File: config.mk
export PLATFORM = sky130hd
export DESIGN_NAME = sram_port_arbiter_flat
export DESIGN_NICKNAME = d
export VERILOG_FILES = /design/src/rtl/sram_port_arbiter_if.sv /design/src/rtl/sram_port_arbiter.sv /design/src/flat_wrapper.sv
export SDC_FILE = /design/constraint.sdc
export NUM_CORES = 1
export LEC_CHECK = 0
export BUFFER_PORTS_ARGS = -buffer_cell sky130_fd_sc_hd__buf_4
export CAP_MARGIN = 0
export CORE_AREA = 2 2 110 112
export DETAILED_ROUTE_END_ITERATION = 12
export DIE_AREA = 0 0 112 114
export PLACE_DENSITY = 0.79
export SYNTH_ARGS = -nofsm -noshare
export SYNTH_HDL_FRONTEND = slang
export SYNTH_SLANG_ARGS = --single-unit
File: constraint.sdc
create_clock -name clk -period 2 [get_ports clk]
set_input_delay 0.2 -clock clk [delete_from_list [all_inputs] [get_ports clk]]
set_output_delay 0.2 -clock clk [all_outputs]
set_load 0.05 [all_outputs]
File: src/rtl/sram_port_arbiter_if.sv
// Bus bundle between the fetch/MEM requesters, the arbiter and the SRAM.
//
// Handshake: a requester raises *_req with its command and holds both until
// it sees *_gnt high at the end of a cycle. Request and grant together
// transfer the command. Exactly one *_rvalid pulse answers each granted
// request. *_err and *_rdata are meaningful only while that pulse is high,
// and they hold their value until the next response on the same port.
interface sram_port_arbiter_if #(
    parameter int ADDR_W = 16
);
    // Instruction-fetch port
    logic              if_req;
    logic [ADDR_W-1:0] if_addr;
    logic              if_gnt;
    logic              if_rvalid;
    logic [31:0]       if_rdata;
    logic              if_err;

    // Load/store port
    logic              dm_req;
    logic              dm_we;
    logic [2:0]        dm_funct3;
    logic [ADDR_W-1:0] dm_addr;
    logic [31:0]       dm_wdata;
    logic              dm_gnt;
    logic              dm_rvalid;
    logic [31:0]       dm_rdata;
    logic              dm_err;

    // SRAM side
    logic [3:0]        sram_w_en;
    logic [ADDR_W-1:0] sram_addr;
    logic [31:0]       sram_wdata;
    logic [31:0]       sram_rdata;

    // Arbiter FSM state: 0 = IDLE, 1 = ACCESS
    logic              arb_state;

    modport slave (
        input  if_req, if_addr,
        output if_gnt, if_rvalid, if_rdata, if_err,
        input  dm_req, dm_we, dm_funct3, dm_addr, dm_wdata,
        output dm_gnt, dm_rvalid, dm_rdata, dm_err,
        output sram_w_en, sram_addr, sram_wdata,
        input  sram_rdata,
        output arb_state
    );

    modport master (
        output if_req, if_addr,
        input  if_gnt, if_rvalid, if_rdata, if_err,
        output dm_req, dm_we, dm_funct3, dm_addr, dm_wdata,
        input  dm_gnt, dm_rvalid, dm_rdata, dm_err,
        input  sram_w_en, sram_addr, sram_wdata,
        output sram_rdata,
        input  arb_state
    );
endinterface

File: src/rtl/sram_port_arbiter.sv
// Two-requester arbiter for the shared 64 KiB byte-addressed SRAM.
// The IF and DM ports are served round-robin at one access per two cycles:
// the grant happens in IDLE, the SRAM is driven from registers in ACCESS,
// and the response pulses in the following cycle.
module sram_port_arbiter #(
    parameter int ADDR_W = 16,
    parameter int DATA_W = 32
) (
    input  logic                  clk,
    input  logic                  rst_n,
    sram_port_arbiter_if.slave    bus
);

    typedef enum logic [0:0] {
        IDLE   = 1'b0,
        ACCESS = 1'b1
    } state_t;

    localparam logic OWN_IF = 1'b0;
    localparam logic OWN_DM = 1'b1;

    state_t              state_q, state_d;
    logic                last_q;
    logic                owner_q;
    logic [ADDR_W-1:0]   addr_q;
    logic                we_q;
    logic [2:0]          f3_q;
    logic [DATA_W-1:0]   wdata_q;
    logic                err_q;
    logic [3:0]          wen_q;

    logic                if_gnt_c, dm_gnt_c;
    logic                dm_err_c, if_err_c;
    logic [3:0]          dm_wen_c;
    logic [DATA_W-1:0]   resp_c;

    logic                if_rvalid_q, dm_rvalid_q;
    logic [DATA_W-1:0]   if_rdata_q, dm_rdata_q;
    logic                if_err_q, dm_err_q;

    // Illegal funct3 for the direction, or an address not aligned to the size.
    function automatic logic dm_cmd_err(input logic we, input logic [2:0] f3,
                                        input logic [1:0] a);
        logic e;
        case (f3)
            3'b000:  e = 1'b0;
            3'b001:  e = a[0];
            3'b010:  e = (a != 2'b00);
            3'b100:  e = we;
            3'b101:  e = we | a[0];
            default: e = 1'b1;
        endcase
        return e;
    endfunction

    // Lane enables for a legal store; lane 0 is the byte at the address.
    function automatic logic [3:0] store_wen(input logic [2:0] f3);
        logic [3:0] w;
        case (f3)
            3'b000:  w = 4'b0001;
            3'b001:  w = 4'b0011;
            3'b010:  w = 4'b1111;
            default: w = 4'b0000;
        endcase
        return w;
    endfunction

    // The SRAM returns the addressed byte in [7:0], so no lane shifting is needed.
    function automatic logic [DATA_W-1:0] load_extract(input logic [2:0] f3,
                                                       input logic [DATA_W-1:0] d);
        logic [DATA_W-1:0] r;
        case (f3)
            3'b000:  r = {{24{d[7]}}, d[7:0]};
            3'b001:  r = {{16{d[15]}}, d[15:0]};
            3'b010:  r = d;
            3'b100:  r = {24'd0, d[7:0]};
            3'b101:  r = {16'd0, d[15:0]};
            default: r = '0;
        endcase
        return r;
    endfunction

    // Next state and grants: grant only in IDLE, round-robin on a tie.
    always_comb begin
        if_gnt_c = 1'b0;
        dm_gnt_c = 1'b0;
        state_d  = state_q;
        case (state_q)
            IDLE: begin
                if (rst_n) begin
                    if (bus.if_req && bus.dm_req) begin
                        if (last_q == OWN_IF) dm_gnt_c = 1'b1;
                        else                  if_gnt_c = 1'b1;
                    end else if (bus.dm_req) begin
                        dm_gnt_c = 1'b1;
                    end else if (bus.if_req) begin
                        if_gnt_c = 1'b1;
                    end
                end
                if (if_gnt_c || dm_gnt_c) state_d = ACCESS;
            end
            ACCESS:  state_d = IDLE;
            default: state_d = IDLE;
        endcase
    end

    // Error and write-enable decode of the command being granted.
    always_comb begin
        dm_err_c = dm_cmd_err(bus.dm_we, bus.dm_funct3, bus.dm_addr[1:0]);
        if_err_c = (bus.if_addr[1:0] != 2'b00);
        dm_wen_c = (bus.dm_we && !dm_err_c) ? store_wen(bus.dm_funct3) : 4'b0000;
    end

    // Response word: zero on error or for a store ack.
    always_comb begin
        resp_c = '0;
        if (!err_q) begin
            if (owner_q == OWN_IF) resp_c = bus.sram_rdata;
            else if (!we_q)        resp_c = load_extract(f3_q, bus.sram_rdata);
        end
    end

    // State register.
    always_ff @(posedge clk or negedge rst_n) begin
        if (!rst_n) state_q <= IDLE;
        else        state_q <= state_d;
    end

    // Command latch at grant; write enables drop again at the end of ACCESS.
    always_ff @(posedge clk or negedge rst_n) begin
        if (!rst_n) begin
            last_q  <= OWN_IF;
            owner_q <= OWN_IF;
            addr_q  <= '0;
            we_q    <= 1'b0;
            f3_q    <= 3'b000;
            wdata_q <= '0;
            err_q   <= 1'b0;
            wen_q   <= 4'b0000;
        end else if (dm_gnt_c) begin
            last_q  <= OWN_DM;
            owner_q <= OWN_DM;
            addr_q  <= bus.dm_addr;
            we_q    <= bus.dm_we;
            f3_q    <= bus.dm_funct3;
            wdata_q <= bus.dm_wdata;
            err_q   <= dm_err_c;
            wen_q   <= dm_wen_c;
        end else if (if_gnt_c) begin
            last_q  <= OWN_IF;
            owner_q <= OWN_IF;
            addr_q  <= bus.if_addr;
            we_q    <= 1'b0;
            f3_q    <= 3'b010;
            wdata_q <= '0;
            err_q   <= if_err_c;
            wen_q   <= 4'b0000;
        end else if (state_q == ACCESS) begin
            wen_q   <= 4'b0000;
        end
    end

    // Response capture at the end of ACCESS into the owner's registers.
    always_ff @(posedge clk or negedge rst_n) begin
        if (!rst_n) begin
            if_rvalid_q <= 1'b0;
            if_rdata_q  <= '0;
            if_err_q    <= 1'b0;
            dm_rvalid_q <= 1'b0;
            dm_rdata_q  <= '0;
            dm_err_q    <= 1'b0;
        end else begin
            if_rvalid_q <= 1'b0;
            dm_rvalid_q <= 1'b0;
            if (state_q == ACCESS) begin
                if (owner_q == OWN_IF) begin
                    if_rvalid_q <= 1'b1;
                    if_rdata_q  <= resp_c;
                    if_err_q    <= err_q;
                end else begin
                    dm_rvalid_q <= 1'b1;
                    dm_rdata_q  <= resp_c;
                    dm_err_q    <= err_q;
                end
            end
        end
    end

    assign bus.if_gnt     = if_gnt_c;
    assign bus.dm_gnt     = dm_gnt_c;
    assign bus.if_rvalid  = if_rvalid_q;
    assign bus.if_rdata   = if_rdata_q;
    assign bus.if_err     = if_err_q;
    assign bus.dm_rvalid  = dm_rvalid_q;
    assign bus.dm_rdata   = dm_rdata_q;
    assign bus.dm_err     = dm_err_q;
    assign bus.sram_w_en  = wen_q;
    assign bus.sram_addr  = addr_q;
    assign bus.sram_wdata = wdata_q;
    assign bus.arb_state  = state_q;

endmodule

File: src/flat_wrapper.sv
// flat-port wrapper written by rule: the top's interface ports become plain ports
module sram_port_arbiter_flat 
#(
    parameter int ADDR_W = 16,
    parameter int DATA_W = 32
)
  (clk, rst_n, bus_if_req, bus_if_addr, bus_if_gnt, bus_if_rvalid, bus_if_rdata, bus_if_err, bus_dm_req, bus_dm_we, bus_dm_funct3, bus_dm_addr, bus_dm_wdata, bus_dm_gnt, bus_dm_rvalid, bus_dm_rdata, bus_dm_err, bus_sram_w_en, bus_sram_addr, bus_sram_wdata, bus_sram_rdata, bus_arb_state);
  sram_port_arbiter_if #(.ADDR_W(ADDR_W)) bus_i ();
  input  logic clk;
  input  logic rst_n;
  input wire logic [$bits(bus_i.if_req)-1:0] bus_if_req;
  input wire logic [$bits(bus_i.if_addr)-1:0] bus_if_addr;
  output wire logic [$bits(bus_i.if_gnt)-1:0] bus_if_gnt;
  output wire logic [$bits(bus_i.if_rvalid)-1:0] bus_if_rvalid;
  output wire logic [$bits(bus_i.if_rdata)-1:0] bus_if_rdata;
  output wire logic [$bits(bus_i.if_err)-1:0] bus_if_err;
  input wire logic [$bits(bus_i.dm_req)-1:0] bus_dm_req;
  input wire logic [$bits(bus_i.dm_we)-1:0] bus_dm_we;
  input wire logic [$bits(bus_i.dm_funct3)-1:0] bus_dm_funct3;
  input wire logic [$bits(bus_i.dm_addr)-1:0] bus_dm_addr;
  input wire logic [$bits(bus_i.dm_wdata)-1:0] bus_dm_wdata;
  output wire logic [$bits(bus_i.dm_gnt)-1:0] bus_dm_gnt;
  output wire logic [$bits(bus_i.dm_rvalid)-1:0] bus_dm_rvalid;
  output wire logic [$bits(bus_i.dm_rdata)-1:0] bus_dm_rdata;
  output wire logic [$bits(bus_i.dm_err)-1:0] bus_dm_err;
  output wire logic [$bits(bus_i.sram_w_en)-1:0] bus_sram_w_en;
  output wire logic [$bits(bus_i.sram_addr)-1:0] bus_sram_addr;
  output wire logic [$bits(bus_i.sram_wdata)-1:0] bus_sram_wdata;
  input wire logic [$bits(bus_i.sram_rdata)-1:0] bus_sram_rdata;
  output wire logic [$bits(bus_i.arb_state)-1:0] bus_arb_state;
  assign bus_i.if_req = bus_if_req;
  assign bus_i.if_addr = bus_if_addr;
  assign bus_if_gnt = bus_i.if_gnt;
  assign bus_if_rvalid = bus_i.if_rvalid;
  assign bus_if_rdata = bus_i.if_rdata;
  assign bus_if_err = bus_i.if_err;
  assign bus_i.dm_req = bus_dm_req;
  assign bus_i.dm_we = bus_dm_we;
  assign bus_i.dm_funct3 = bus_dm_funct3;
  assign bus_i.dm_addr = bus_dm_addr;
  assign bus_i.dm_wdata = bus_dm_wdata;
  assign bus_dm_gnt = bus_i.dm_gnt;
  assign bus_dm_rvalid = bus_i.dm_rvalid;
  assign bus_dm_rdata = bus_i.dm_rdata;
  assign bus_dm_err = bus_i.dm_err;
  assign bus_sram_w_en = bus_i.sram_w_en;
  assign bus_sram_addr = bus_i.sram_addr;
  assign bus_sram_wdata = bus_i.sram_wdata;
  assign bus_i.sram_rdata = bus_sram_rdata;
  assign bus_arb_state = bus_i.arb_state;
  sram_port_arbiter #(.ADDR_W(ADDR_W), .DATA_W(DATA_W)) u_core (.clk(clk), .rst_n(rst_n), .bus(bus_i));
endmodule
Yosys cells after proc, flatten, opt, wreduce, memory -nomap -nowiden
Index checks and enable logic that the tools add are counted.
Widths: inputs -> output; s select.
{ "classes": {"addsub": 0, "multipliers": 0, "n_div": 0, "magnitude_cmp": 0, "eq_ne": 8, "shifts": 0, "mux": 38, "bitwise": 3, "n_reduce_logical": 12} }
{ "op_table": {"columns": ["cell", "count"], "rows": [
  ["$mux 32", 5],
  ["$pmux 32 s5", 1],
  ["$mux 16", 2],
  ["$mux 1", 21],
  ["$mux 4", 4],
  ["$eq 3x3->1 const B", 4],
  ["$pmux 4 s3", 1],
  ["$eq 3x1->1 const B", 2],
  ["$eq 3x2->1 const B", 2],
  ["$logic_not 3->1", 2],
  ["$mux 3", 2],
  ["$reduce_bool 2->1", 3],
  ["$pmux 1 s5", 1],
  ["$reduce_and 2->1", 2],
  ["$reduce_bool 3->1", 1],
  ["$logic_and 1x1->1", 2],
  ["$not 1->1", 2],
  ["$pmux 1 s2", 1],
  ["$logic_not 1->1", 1],
  ["$logic_or 1x1->1", 1],
  ["$or 1x1->1", 1]
]} }
{ "word_totals": {"reg_bits": 127, "latchBits": 0, "ramBits": 0, "romBits": 0, "input_bits": 104, "output_inout_bits": 123, "elab_cells": 75, "n_memories": 0} }

Longest topological paths before layout
{ "depth": {"depth_word": 8, "depth_mapped": 7} }

Least setup slack after synthesis
OpenSTA, ideal clock, no wires.
{ "synth_path": {"path_kind": "register to output", "from": "register u_core.state_q, in the netlist u_core.bus.arb_state", "to": "output port bus_if_gnt", "arrival_ns": 1.829, "slack_ns": -0.029, "stages_incl_launch_ff": 4, "path_cell_list": "dfrtp_1 -> nand3b_1 -> clkbuf_1 -> nor2_1"} }
{ "synth_via": {"elab_chain_cells": 1} }
{ "synth_rtl": {"columns": ["element", "line_no", "rtl"], "rows": [
  ["start, declared", "sram_port_arbiter.sv:22", "state_t state_q, state_d;"],
  ["start signal, assigned", "sram_port_arbiter.sv:126", "else state_q <= state_d;"],
  ["$mux 1", "sram_port_arbiter.sv:88", "case (state_q)"],
  ["end, declared", "flat_wrapper.sv:13", "output wire logic [$bits(bus_i.if_gnt)-1:0] bus_if_gnt;"]
]} }
No other way between the ends.

Worst setup path after layout
{ "layout_path": {"from": "register u_core.state_q, in the netlist u_core.bus.arb_state", "to": "output port bus_dm_gnt"} }
{ "layout_via": {"elab_chain_cells": 1} }
{ "layout_rtl": {"columns": ["element", "line_no", "rtl"], "rows": [
  ["$mux 1", "sram_port_arbiter.sv:88", null],
  ["end, declared", "flat_wrapper.sv:22", "output wire logic [$bits(bus_i.dm_gnt)-1:0] bus_dm_gnt;"]
]} }
No other way between the ends.

==> results.rst <==
.. list-table::
   :header-rows: 1

   * - Metric
     - Value
   * - Worst slew margin
     - 0.559
   * - Met1 usage in global routing
     - 0.318
   * - Clock-pin slew reported for the worst setup and hold paths after clock tree synthesis
     - 0.06 ns
   * - Worst VDD drop
     - 760 µV
   * - Post-layout nets
     - 815
   * - DRT iter0 DRCs
     - 311
   * - Timing-limited maximum frequency
     - 546 MHz
   * - List of cells traversed by the critical path
     - nand3b_4, or2_1, inv_4, buf_4
   * - HPWL reported at the end of detailed placement
     - 10500 µm
   * - Power Total
     - 0.0111 W
   * - First-pass GRT wire length
     - 24400 µm
   * - Required arrival time at the worst endpoint
     - 1.80 ns
   * - Starting Density
     - 0.468
   * - CP top delay family
     - flip-flops
   * - CTS max path bufs
     - 2
   * - Routability-driven placement congestion ratio
     - 0.836
   * - Kind of start point of the critical path
     - flip-flop
   * - Share of flip-flops with an asynchronous set or reset
     - 1.00
   * - CTS H-tree lvls
     - 4
   * - Highest net fanout along the worst path
     - 8
   * - Static power due to leakage
     - 4.00 nW
   * - Top-Level Pins
     - 227
   * - Number of input and output port buffers inserted
     - 226
   * - Final global-route overflow total
     - 0
   * - Synthesized area per cell
     - 11.1 µm²
   * - Arrival time of the worst setup path
     - 1.63 ns
   * - Final-report setup violation count
     - 0
   * - Pre-Repair DR Iteration Count
     - 5
   * - EDFF count, synth
     - 0
   * - Setup crit start
     - u_core.bus.arb_state
   * - Layout overhead on the synthesized area
     - 43.9%
   * - Cell at the slowest stage of the critical path
     - sky130_fd_sc_hd__dfrtp_1
   * - Die X-Extent
     - 112 µm
   * - Post-Syn Area
     - 0.00548 mm²
   * - Mapped Cells
     - 494
   * - Antenna cells
     - 0
   * - TritonCTS clock tree
     - built
   * - Routed vias/inst
     - 5.51
   * - Root Driver
     - sky130_fd_sc_hd__clkbuf_16
   * - Height of the die
     - 114 µm
   * - Result of the run
     - completed
   * - Post-synth top flop
     - sky130_fd_sc_hd__dfrtp_1
   * - Routed len/inst
     - 17.4 µm
   * - Net count after synthesis
     - 598
   * - Floorplan die area
     - 0.0128 mm²
   * - Maximum number of pins on one net before global-route repair
     - 126
   * - Share of the yosys chip area belonging to registers
     - 0.575
   * - Clock network latency to the later pin of the worst-skew pair
     - 0.40 ns
   * - Power per standard cell area
     - 1400 mW/mm²
   * - Number of rows created at floorplan
     - 40
   * - Via count of the first global-routing pass
     - 4686
   * - Total clock buffers created by CTS
     - 17
   * - Part of the cycle the worst path needs
     - 0.916
   * - Area of the placeable core
     - 0.0117 mm²
   * - Routed Antenna Nets
     - 0
   * - Drt drc
     - 0
   * - Number of warnings reported in the yosys synthesis log
     - 0
   * - Post-synthesis sequential element count
     - 126
   * - Hold Crit Class
     - in -> reg
   * - Area occupied by multi-input gates
     - 0.00206 mm²
   * - Global routing usage on met3
     - 0.0723
   * - Pins over their slew limit
     - 0
   * - Count of unique library cells instantiated by Yosys
     - 38
   * - Antenna violations before repair
     - 0
   * - Delay contributed by the slowest stage of the critical path
     - 0.46 ns
   * - Max-capacitance violation count
     - 0
   * - FF/Latch Area
     - 0.00315 mm²
   * - Post-Route Skew
     - 0.00737 ns
   * - Overall track demand over capacity in global routing
     - 0.239
   * - Aggregate routed wire length
     - 15100 µm
   * - Origin of the worst min-delay path
     - bus_dm_wdata[4]
   * - Share of final-layout standard cells stronger than drive strength 1
     - 0.385
   * - Final Hold Fails
     - 0
   * - Crit. End Element
     - primary output
   * - Total number of vias
     - 4799
   * - GRT met2 Usage
     - 0.388
   * - Setup repair after global routing missed its margin
     - no
   * - Slew at the pin closest to its max-slew limit
     - 0.661 ns
   * - Total buffers and inverters traversed by the critical path
     - 2
   * - Most Crowded Layer GR
     - met2
   * - Worst Setup Path Type
     - reg -> out
   * - Sum of negative setup slack
     - 0 ns
   * - Number of fill cells
     - 908
   * - Beginning of the worst register-to-register path
     - u_core.f3_q[2]
   * - Clock period minus worst slack
     - 1.83 ns
   * - Number of clock sinks
     - 126
   * - Post-Route Hold Slack
     - 0.0162 ns
## state kept, by name, summed over array words and instances, names as in the netlist
| name | count |
|---|---|
| u_core.bus.dm_rdata | 32 |
| u_core.bus.if_rdata | 32 |
| u_core.bus.sram_wdata | 32 |
| u_core.bus.sram_addr | 16 |
| u_core.bus.sram_w_en | 3 |
| u_core.f3_q | 3 |
| u_core.bus.arb_state | 1 |
| u_core.bus.dm_err | 1 |
| u_core.bus.dm_rvalid | 1 |
| u_core.bus.if_err | 1 |
| u_core.bus.if_rvalid | 1 |
| u_core.err_q | 1 |
| u_core.owner_q | 1 |
| u_core.we_q | 1 |
## worst register-to-register path, cell delays in order (launching register included)
cell and delay, ns:
sky130_fd_sc_hd__dfrtp_1 0.41, sky130_fd_sc_hd__or2_1 0.41, sky130_fd_sc_hd__a211oi_4 0.52, sky130_fd_sc_hd__a22o_1 0.21
## power by group
part | internal [W] | switching, W
clock | 0.00186 | 0.00107
sequential | 0.00317 | 0.000405
combinational | 0.00142 | 0.00315
total | 0.00645 | 0.00463
## what timing repair did
item,4_1_cts,5_1_grt
setup buffers,2,0
endpoints found under the hold margin,3,1
resized for setup,0,0
endpoints found under the setup margin,2,0
hold buffers,3,1
## placed cells by master (no fill, tap or decap), types with 3 or more instances in the layout
master | Yosys | final
sky130_fd_sc_hd__inv_1 | 5 | 5
sky130_fd_sc_hd__buf_4 | 6 | 237
sky130_fd_sc_hd__dlygate4sd3_1 | 0 | 4
sky130_fd_sc_hd__a31oi_1 | 16 | 16
sky130_fd_sc_hd__clkbuf_1 | 28 | 3
sky130_fd_sc_hd__clkbuf_16 | 0 | 17
sky130_fd_sc_hd__nor2b_1 | 3 | 3
sky130_fd_sc_hd__clkinv_2 | 0 | 5
sky130_fd_sc_hd__buf_12 | 0 | 4
sky130_fd_sc_hd__o21ai_0 | 66 | 66
sky130_fd_sc_hd__a22o_1 | 61 | 61
sky130_fd_sc_hd__mux2i_1 | 24 | 24
sky130_fd_sc_hd__nand2_1 | 68 | 68
sky130_fd_sc_hd__dfrtp_1 | 126 | 125
sky130_fd_sc_hd__o2bb2ai_1 | 7 | 7
sky130_fd_sc_hd__nand3_1 | 16 | 16
sky130_fd_sc_hd__or2_1 | 3 | 3
sky130_fd_sc_hd__a32o_1 | 10 | 10
sky130_fd_sc_hd__nor3_1 | 16 | 16
## routing by layer
metal	share of wire	vias up
met5	0	-
met1	0.43	2326
met2	0.48	215
li1	-	2244
met4	0.011	0
met3	0.081	14
## synthesized netlist by cell type (3+ instances only)
| master | n | area (µm²) |
|---|---|---|
| sky130_fd_sc_hd__nor2_1 | 3 | 11.3 |
| sky130_fd_sc_hd__a31oi_1 | 16 | 100 |
| sky130_fd_sc_hd__inv_1 | 5 | 18.8 |
| sky130_fd_sc_hd__buf_4 | 6 | 45.0 |
| sky130_fd_sc_hd__nor3_1 | 16 | 80.1 |
| sky130_fd_sc_hd__or2_1 | 3 | 18.8 |
| sky130_fd_sc_hd__buf_6 | 6 | 67.6 |
| sky130_fd_sc_hd__clkbuf_1 | 28 | 105 |
| sky130_fd_sc_hd__buf_2 | 6 | 30.0 |
| sky130_fd_sc_hd__dfrtp_1 | 126 | 3150 |
| sky130_fd_sc_hd__mux2i_1 | 24 | 240 |
| sky130_fd_sc_hd__nand2_1 | 68 | 255 |
| sky130_fd_sc_hd__nor2b_1 | 3 | 18.8 |
| sky130_fd_sc_hd__a22o_1 | 61 | 534 |
| sky130_fd_sc_hd__o21ai_0 | 66 | 330 |
| sky130_fd_sc_hd__a32o_1 | 10 | 100 |
| sky130_fd_sc_hd__nand3_1 | 16 | 80.1 |
| sky130_fd_sc_hd__o2bb2ai_1 | 7 | 61.3 |
## cells by family (layout without fill, tap and decap cells)
| logic type | Yosys count | count (layout) | share of synthesized area |
|---|---|---|---|
| buffers and inverters | 53 | 283 | 0.0507 |
| xor gates and xnor gates | 1 | 1 | 0.00160 |
| muxes | 24 | 24 | 0.0438 |
| and+or+nand+nor | 120 | 120 | 0.102 |
| AOI/OAI and AO/OA | 170 | 170 | 0.227 |
| DFF | 126 | 126 | 0.575 |
## layout make-up
cell class	count	share of cell area
clock buffer	21	0.0571
multi-input combinational	315	0.261
tap	147	0.0233
inverter	6	0.00317
timing repair buffer	245	0.241
clock inverter	11	0.0149
sequential	126	0.400
## per-stage QoR
stage	setup WS (ns)	std cells	instance area, µm²	util
after floorplan	0.193	494	5480	-
after global routing	0.0849	871	7890	0.674
after detailed placement	0.352	833	7270	0.621
after CTS	0.150	870	7880	0.673
after global placement	0.406	833	7270	0.621
final	0.169	871	7890	0.674
## worst paths after layout
check                      slack [ns]                  endpoint  cells past startpoint
setup / recovery                 0.17                bus_dm_gnt                      4
hold / removal                   0.02  u_core.bus.sram_wdata[4]                      2
setup reg to reg                 0.38   u_core.bus.dm_rdata[15]                      3
hold reg to reg                  0.48   u_core.bus.if_rdata[21]                      2
max in group asynchronous        0.93    u_core.bus.if_rdata[6]                      3
min in group asynchronous        0.21              u_core.err_q                      2
Power figures use the tool's default switching activity.
